<file path="config.mk">
export PLATFORM = sky130hd
export DESIGN_NAME = ofmap_output_controller
export DESIGN_NICKNAME = d
export VERILOG_FILES = /design/src/rtl/ofmap_output_controller.sv
export SDC_FILE = /design/constraint.sdc
export NUM_CORES = 1
export LEC_CHECK = 0
export CORE_MARGIN = 2
export CORE_UTILIZATION = 35
export CTS_CLUSTER_SIZE = 14
export DETAILED_ROUTE_END_ITERATION = 8
export PLACE_DENSITY = 0.58
export RECOVER_POWER = 100
export SLEW_MARGIN = 15
export SYNTH_ARGS = -nofsm -noshare
export SYNTH_HDL_FRONTEND = slang
export SYNTH_SLANG_ARGS = --single-unit
</file>
<file path="constraint.sdc">
create_clock -name clk -period 5.03 [get_ports clk]
set_clock_uncertainty 0.15 [all_clocks]
set_input_delay 0.503 -clock clk [delete_from_list [all_inputs] [get_ports clk]]
set_output_delay 0.503 -clock clk [all_outputs]
set_load 0.05 [all_outputs]
</file>
<file path="src/rtl/ofmap_output_controller.sv">
// ofmap_output_controller
// Drains the read bank of the ofmap double buffer to the output stream.
// Owns the read-bank select, issues one-cycle-latency SRAM reads and keeps
// returned words in a 2-entry skid FIFO so backpressure never loses data.
// Optional feature: define OFMAP_OUT_LAST_EN to add the ofmap_last output,
// flagging the final word of each bank.
module ofmap_output_controller #(
  parameter int DATA_WIDTH      = 16,
  parameter int BANK_ADDR_WIDTH = 8
) (
  input  logic                       clk,
  input  logic                       rst_n,
  input  logic                       config_en,
  input  logic [BANK_ADDR_WIDTH:0]   config_bank_depth,
  input  logic                       ofmap_ready_to_switch,
  input  logic                       ofmap_start_new_read_bank,
  output logic                       ofmap_read_bank_ready_to_switch,
  output logic                       read_bank_sel,
  output logic                       ofmap_ren,
  output logic [BANK_ADDR_WIDTH-1:0] ofmap_raddr,
  input  logic [DATA_WIDTH-1:0]      ofmap_rdata,
  output logic [DATA_WIDTH-1:0]      ofmap_dat,
  output logic                       ofmap_vld,
`ifdef OFMAP_OUT_LAST_EN
  output logic                       ofmap_last,
`endif
  input  logic                       ofmap_rdy
);

  typedef enum logic [1:0] {ST_IDLE, ST_READ, ST_DRAIN} state_e;

  localparam logic [BANK_ADDR_WIDTH:0]   DEPTH_ONE = 1;
  localparam logic [BANK_ADDR_WIDTH-1:0] ADDR_ONE  = 1;

  state_e                     state_q, state_d;
  logic                       sel_q, sel_d;
  logic [BANK_ADDR_WIDTH:0]   depth_q, depth_d;
  logic [BANK_ADDR_WIDTH-1:0] cnt_q, cnt_d;
  logic                       infl_q, infl_d;

  logic [DATA_WIDTH-1:0]      mem_q [2];
  logic [DATA_WIDTH-1:0]      mem_d [2];
  logic                       wr_ptr_q, wr_ptr_d;
  logic                       rd_ptr_q, rd_ptr_d;
  logic [1:0]                 count_q, count_d;

  logic                       push;
  logic                       pop;
  logic [2:0]                 pending;
  logic                       last_issue;

  // Returned data lands one cycle after the read, so the in-flight flag is the push.
  assign push       = infl_q;
  assign ofmap_vld  = (count_q != 2'd0);
  assign pop        = ofmap_vld && ofmap_rdy;
  assign ofmap_dat  = ofmap_vld ? mem_q[rd_ptr_q] : '0;
  // Words already owed to the FIFO after this cycle's pop; a new read must fit.
  assign pending    = {1'b0, count_q} + {2'b00, infl_q} - {2'b00, pop};
  assign last_issue = ({1'b0, cnt_q} == (depth_q - DEPTH_ONE));

  assign ofmap_ren                       = (state_q == ST_READ) && (pending < 3'd2);
  assign ofmap_raddr                     = cnt_q;
  assign read_bank_sel                   = sel_q;
  assign ofmap_read_bank_ready_to_switch = (state_q == ST_IDLE);

  // Skid FIFO next-state: write on push, advance head on pop.
  always_comb begin
    // NOTE: every combinationally assigned signal gets a default first so no latch is inferred.
    mem_d    = mem_q;
    wr_ptr_d = wr_ptr_q;
    rd_ptr_d = rd_ptr_q;
    count_d  = count_q;
    if (push) begin
      mem_d[wr_ptr_q] = ofmap_rdata;
      wr_ptr_d        = ~wr_ptr_q;
    end
    if (pop) begin
      rd_ptr_d = ~rd_ptr_q;
    end
    if (push && !pop) begin
      count_d = count_q + 2'd1;
    end else if (!push && pop) begin
      count_d = count_q - 2'd1;
    end
  end

  // Control FSM next-state: bank select, depth latch, address counter.
  always_comb begin
    state_d = state_q;
    sel_d   = sel_q;
    depth_d = depth_q;
    cnt_d   = cnt_q;
    infl_d  = ofmap_ren;
    unique case (state_q)
      ST_IDLE: begin
        if (config_en) depth_d = config_bank_depth;
        if (ofmap_ready_to_switch) sel_d = ~sel_q;
        if (ofmap_start_new_read_bank && (depth_q != '0)) begin
          cnt_d   = '0;
          state_d = ST_READ;
        end
      end
      ST_READ: begin
        if (ofmap_ren) begin
          // Hold on the final address so the counter never wraps inside a bank.
          if (last_issue) state_d = ST_DRAIN;
          else            cnt_d   = cnt_q + ADDR_ONE;
        end
      end
      ST_DRAIN: begin
        if ((count_d == 2'd0) && !infl_q) state_d = ST_IDLE;
      end
      default: state_d = ST_IDLE;
    endcase
  end

  // State registers with synchronous active-low reset.
  always_ff @(posedge clk) begin
    // NOTE: sequential state uses non-blocking assignments so all flops update together.
    if (!rst_n) begin
      state_q  <= ST_IDLE;
      sel_q    <= 1'b0;
      depth_q  <= '0;
      cnt_q    <= '0;
      infl_q   <= 1'b0;
      wr_ptr_q <= 1'b0;
      rd_ptr_q <= 1'b0;
      count_q  <= 2'd0;
    end else begin
      state_q  <= state_d;
      sel_q    <= sel_d;
      depth_q  <= depth_d;
      cnt_q    <= cnt_d;
      infl_q   <= infl_d;
      wr_ptr_q <= wr_ptr_d;
      rd_ptr_q <= rd_ptr_d;
      count_q  <= count_d;
    end
  end

  // FIFO storage; contents are only observed through ofmap_vld-qualified reads.
  always_ff @(posedge clk) begin
    // NOTE: storage arrays are not reset; the reset count/pointers make stale entries invisible.
    mem_q <= mem_d;
  end

`ifdef OFMAP_OUT_LAST_EN
  logic last_mem_q [2];
  logic last_mem_d [2];
  logic infl_last_q, infl_last_d;

  // Per-entry last flag travels with its word through the FIFO.
  always_comb begin
    last_mem_d  = last_mem_q;
    infl_last_d = ofmap_ren && last_issue;
    if (push) last_mem_d[wr_ptr_q] = infl_last_q;
  end

  // In-flight last flag is control state and is reset; the flag array is not.
  always_ff @(posedge clk) begin
    if (!rst_n) infl_last_q <= 1'b0;
    else        infl_last_q <= infl_last_d;
    last_mem_q <= last_mem_d;
  end

  assign ofmap_last = ofmap_vld && last_mem_q[rd_ptr_q];
`endif

  a_no_overflow: assert property (@(posedge clk) disable iff (!rst_n)
    !(push && (count_q == 2'd2)));

endmodule

</file>
==> run_results.csv, run 1 <==
group,metric,value,unit
clocking,path_clk_slew,0.07,ns
routing,postRouteAntennaNets,0,
logic_synthesis,yosysWarnings,0,
clocking,cts_tree,"done",
logic_synthesis,ys_top_cells_by_area,"edfxtp_1 (35%), dfxtp_1 (18%), mux2i_1 (5.9%), nand2_1 (3.6%), nor2_1 (3.2%)",
timing,slew-limit-headroom,4.15,%
global_routing,antenna_found_initial,0,
floorplan,io_pins,59,
routing,num_vias,1997,
timing,rsz0062_at_grt,"no",
clocking,clockBufferDepth,2,
routing,drt_iter0_markers,73,
floorplan,die_width,92.0,microns
timing,setup_viol,0,
logic_synthesis,synth.most_common_cell,"edfxtp_1",
cells_and_area,drive_gt1_share,6.35,%
floorplan,fp-row-count,32,
logic_synthesis,yosysSeqAreaShare,53.9,%
timing,finalMaxSlewViolations,0,
clocking,cts_resized,0,
pwr,p_per_area,507,nW/um^2
cells_and_area,antenna_cells,0,
pwr,internal-power,1130,uW
pwr,comb_power_share,37.7,%
setup_path,cp-start-kind,"flop",
global_routing,grt_pass1_vias,1909,
cells_and_area,area_growth,33.2,%
routing,wire_per_inst,13.8,microns
logic_synthesis,synth_top_flop_cell,"edfxtp_1",
floorplan,fp.dieH,92.0,microns
global_routing,grt_pass1_wl,9470,microns
cells_and_area,final_nets,346,
placed_design,io_buffers,58,
cells_and_area,n_fill_cell,725,
global_routing,grt.met3_usage,3.29,%
setup_path,required,4.38,ns
logic_synthesis,syn_inst,249,
routing,drc,0,
placed_design,hpwl,4020,microns
routing,vias_per_cell,4.79,
routing,drt_wl_total,5770,microns
timing,hold_viol,0,
global_routing,grt_use_met2,22.7,%
timing,max_freq,222,MHz
floorplan,dieArea,8460,sq um
setup_path,crit_arrival,3.84,ns
logic_synthesis,synth-edff-count,32,
clocking,cts_buffers,9,
logic_synthesis,yosys.cell_types.count,48,
placed_design,gp_congestion,0.778,
logic_synthesis,syn_nets,285,
setup_path,cp_max_fo,18,
cells_and_area,final_util,47.4,%
timing,worst_slew_pin_slew,1.40,ns
setup_path,endpoint_kind,"primary output",
pwr,p_clk_share,28.1,%
logic_synthesis,ys_ff_latch,57,
outcome,status,"complete, no violations",
timing,finalSetupTns,0,ns
floorplan,start_util,35.6,%
global_routing,grt_max_degree,23,
clocking,cts_setup_buffers,0,
logic_synthesis,syn_area,2710,sq um
flow_run,cap_violations,0,
clocking,hold_buffers,0,
timing,fin_crit_sh,89.4,%
global_routing,groute.layer.met1.usage,18.9,%
pwr,leakage,0.00132,uW
pwr,peakVddDrop,0.227,mV
setup_path,path_class,"flop to primary output",
logic_synthesis,synth.top_cell.area_share,35.5,%
global_routing,grt_overflow,0,
routing,first_pass_iters,4,
pwr,p_sw_share,38.2,%
clocking,clk_latency,0.34,ns
setup_path,reg2reg_depth,13,
logic_synthesis,yosys-top-cells-count,"edfxtp_1 (32), nand2_1 (26), dfxtp_1 (25), nor2_1 (23), mux2i_1 (16)",
clocking,root_buffer,"clkbuf_8",
min_path,whs_path_depth,2,
min_path,hold_path.class,"flop to flop",
timing,min_period,4.50,ns
floorplan,coreArea,7610,sq um
global_routing,grt_usage,14.4,%
clocking,h-tree-depth,3,
pwr,seqPwrFrac,34.2,%
logic_synthesis,ys_async_sr_fraction,0,%
pwr,p_sw,699,uW
logic_synthesis,syn_area_per_cell,10.9,sq um
logic_synthesis,yosysTopAreaCell,"edfxtp_1",
clocking,clock-sinks,57,
global_routing,busiest_layer,"met2",
power by group through the flow:
stage,registers (uW),logic [uW],clock network [uW]
2_1_floorplan,616,523,0
3_3_place_gp,633,722,0
3_5_place_dp,635,729,0
4_1_cts,625,732,524
5_1_grt,636,752,545
6_report,625,690,514
worst paths after layout:
path | slack, ns | start | endpoint
max | 0.53 | count_q[1] | ofmap_ren
min reg2reg | 0.37 | depth_q[5] | depth_q[5]
max reg2reg | 0.62 | count_q[1] | ofmap_raddr[7]
min | 0.37 | depth_q[5] | depth_q[5]
cell usage in the layout, fill, tap and decap left out, types with 9 or more instances in the layout:
master           count
dlygate4sd3_1       45
edfxtp_1            32
nand2_1             26
dfxtp_1             25
nor2_1              23
mux2i_1             16
clkdlybuf4s50_1     13
inv_1               10
a21boi_0            10
a21oi_1              9
clkbuf_8             9
kinds of logic (layout without fill, tap and decap cells):
| kind of cell | count (synthesis) | after routing | share of synthesized area [%] |
|---|---|---|---|
| AO/OA/AOI/OAI | 44 | 44 | 12.6 |
| XOR/XNOR | 12 | 12 | 3.88 |
| adder cells (fa/ha/maj) | 5 | 5 | 2.59 |
| buffers and inverters | 20 | 86 | 3.05 |
| flip-flops | 57 | 57 | 53.9 |
| multiplexers | 17 | 17 | 6.33 |
| AND/OR/NAND/NOR | 94 | 94 | 17.6 |
state kept, by name (all words and copies together), names as in the netlist:
register	flops
rd_ptr_q	1
mem_q	32
wr_ptr_q	1
infl_q	1
count_q	2
state_q	2
read_bank_sel	1
ofmap_raddr	8
depth_q	9
worst max-delay path: stages (launching register included):
cell           delay (ns)
dfxtp_1              0.37
inv_1                0.08
ha_1                 0.59
nor2b_1              0.10
buf_4                0.19
ha_1                 0.26
nand2b_1             0.16
fa_1                 0.39
xnor2_1              0.19
and3_1               0.28
dlygate4sd3_1        0.90
cell type report:
class | count | area (sq um) | area share [%]
repair buffers | 60 | 592 | 16.4
inverters | 10 | 37.5 | 1.04
multi-input cells | 172 | 1150 | 32.0
clock buffers | 10 | 128 | 3.54
clock inverters | 6 | 106 | 2.95
flip-flops and latches | 57 | 1460 | 40.5
well taps | 102 | 128 | 3.54
stage by stage:
stage / worst slack, ns / power [uW] / instance area, sq um / cells / hold slack [ns]
after floorplan: 1.03 / 1140 / 2710 / 249 / 0.328
after CTS: 0.534 / 1880 / 3620 / 417 / 0.366
after detailed placement: 0.922 / 1360 / 3390 / 401 / 0.356
after global routing: 0.236 / 1930 / 3610 / 417 / 0.382
after global placement: 1.00 / 1360 / 3390 / 401 / 0.347
final: 0.532 / 1830 / 3610 / 417 / 0.366
layer usage:
layer / part of all wire, % / up-vias
met2: 45 / 56
met3: 5.4 / 9
met5: 0 / -
met4: 1.5 / 0
li1: - / 1016
met1: 48 / 916
Note: power is estimated with default switching activity, not from simulation.
==> run 2: changes to the inputs <==
CORE_UTILIZATION = 32   (was 35)
PLACE_DENSITY = 0.54   (was 0.58)
clock period = 5.15 ns   (was 5.03 ns; I/O delays follow)
==> run_results.csv, run 2 (synthesis results as in run 1) <==
group,metric,value,unit
routing,wire_per_inst,13.1,microns
setup_path,endpoint_kind,"primary output",
clocking,cts_buffers,9,
cells_and_area,antenna_cells,0,
timing,finalSetupTns,0,ns
clocking,hold_buffers,0,
global_routing,grt_pass1_vias,1857,
outcome,status,"complete, no violations",
cells_and_area,drive_gt1_share,6.69,%
floorplan,coreArea,8220,sq um
placed_design,dp_slack,0.795,ns
floorplan,dieArea,9220,sq um
pwr,internal-power,1010,uW
pwr,seqPwrFrac,35.9,%
routing,first_pass_iters,4,
clocking,cts_resized,0,
placed_design,io_buffers,58,
pwr,p_clk_share,24.9,%
global_routing,busiest_layer,"met2",
global_routing,grt.met3_usage,4.46,%
clocking,clk_latency,0.34,ns
setup_path,required,4.49,ns
timing,finalMaxSlewViolations,0,
timing,max_freq,212,MHz
setup_path,timing.rr.start,"count_q[1]",
cells_and_area,layout_commonest_cell,"dlygate4sd3_1",
global_routing,grt_usage,12.7,%
routing,drt_iter0_markers,57,
cells_and_area,largest_reg_flops,32,
placed_design,gp_congestion,0.755,
clocking,clock-sinks,57,
clocking,h-tree-depth,3,
global_routing,grt_overflow,0,
global_routing,grt_pass1_wl,8800,microns
timing,fin_crit_sh,91.6,%
setup_path,crit_arrival,4.05,ns
routing,drt_wl_total,5480,microns
timing,hold_viol,0,
pwr,p_per_area,475,nW/um^2
setup_path,r2r_setup_slack,0.72,ns
global_routing,groute.layer.met1.usage,15.1,%
timing,layout_setup_ws,0.433,ns
pwr,peakVddDrop,0.174,mV
placed_design,hpwl,3870,microns
cells_and_area,final_nets,345,
setup_path,cp-start-kind,"flop",
pwr,comb_power_share,39.2,%
global_routing,grt_use_met2,21.1,%
min_path,whs_path_depth,2,
floorplan,fp.dieH,96.0,microns
timing,worst_slew_pin_slew,1.13,ns
flow_run,cap_violations,0,
cells_and_area,final_cell_mix,"dlygate4sd3_1 (45), edfxtp_1 (32), nand2_1 (26)",
min_path,worstHoldStart,"depth_q[5]",
routing,vias_per_cell,4.68,
clocking,path_clk_slew,0.08,ns
timing,setup_viol,0,
timing,rsz0062_at_grt,"no",
pwr,p_sw,688,uW
global_routing,grt_max_degree,23,
setup_path,reg2reg_depth,12,
clocking,root_buffer,"clkbuf_8",
cells_and_area,area_growth,31.9,%
min_path,hold_path.class,"flop to flop",
global_routing,antenna_found_initial,0,
setup_path,worstReg2RegEnd,"ofmap_raddr[7]",
routing,drc,0,
timing,slew-limit-headroom,24.5,%
cells_and_area,n_fill_cell,828,
cells_and_area,register_area,1460,sq um
pwr,leakage,0.00130,uW
min_path,hold_end,"depth_q[5]",
clocking,cts_tree,"done",
floorplan,die_width,96.0,microns
clocking,cts_setup_buffers,0,
floorplan,start_util,33.0,%
setup_path,cp_max_fo,18,
timing,min_period,4.72,ns
clocking,clockBufferDepth,2,
floorplan,io_pins,59,
cells_and_area,final_util,43.5,%
cells_and_area,regMostFlops,"mem_q",
routing,num_vias,1963,
floorplan,fp-row-count,33,
pwr,p_sw_share,40.5,%
routing,postRouteAntennaNets,0,
cells_and_area,multiInputGateArea,1160,sq um
setup_path,path_class,"flop to primary output",
-- run 2: metal layers --
| metal | wire length (microns) | share of wire, % |
|---|---|---|
| met5 | 0 | 0 |
| met4 | 30 | 0.55 |
| met3 | 378 | 6.9 |
| met2 | 2500 | 46 |
| met1 | 2560 | 47 |
-- run 2: power by group through the flow --
stage | registers [uW] | clock network (uW) | logic [uW]
floorplan | 602 | 0 | 511
global placement | 616 | 0 | 702
finish | 609 | 422 | 665
CTS | 609 | 434 | 709
global route | 620 | 456 | 729
detailed placement | 619 | 0 | 707
-- run 2: worst max-delay path by stage --
stage                           from  cells past startpoint  slack, ns              to
after floorplan           count_q[1]                     15       1.15  ofmap_raddr[7]
after global placement    count_q[1]                      9       0.87       ofmap_ren
after detailed placement  count_q[1]                      9       0.79       ofmap_ren
after CTS                 count_q[1]                      9       0.41       ofmap_ren
after global routing      count_q[1]                      9       0.16       ofmap_ren
final                     count_q[1]                      9       0.43       ofmap_ren
-- run 2: layout make-up --
cell class              instances  area share, %
inverters                      10           1.05
well taps                     105           3.68
clock inverters                 7           2.17
repair buffers                 59           16.4
multi-input cells             172           32.4
flip-flops and latches         57           40.9
clock buffers                   9           3.47
-- run 2: stage by stage --
step / hold WS (ns) / total power (uW) / std cells / instance area (sq um)
2_1_floorplan: 0.328 / 1110 / 249 / 2710
3_3_place_gp: 0.346 / 1320 / 403 / 3380
3_5_place_dp: 0.359 / 1330 / 403 / 3380
4_1_cts: 0.368 / 1750 / 419 / 3580
5_1_grt: 0.398 / 1810 / 419 / 3570
6_report: 0.360 / 1700 / 419 / 3570
-- run 2: worst max-delay path, stage by stage (launching register included) --
cell	delay, ns
dfxtp_1	0.46
inv_1	0.07
ha_1	0.42
nor2b_1	0.55
ha_1	0.33
nand2b_1	0.16
fa_1	0.38
xnor2_1	0.17
and3_1	0.27
dlygate4sd3_1	0.90
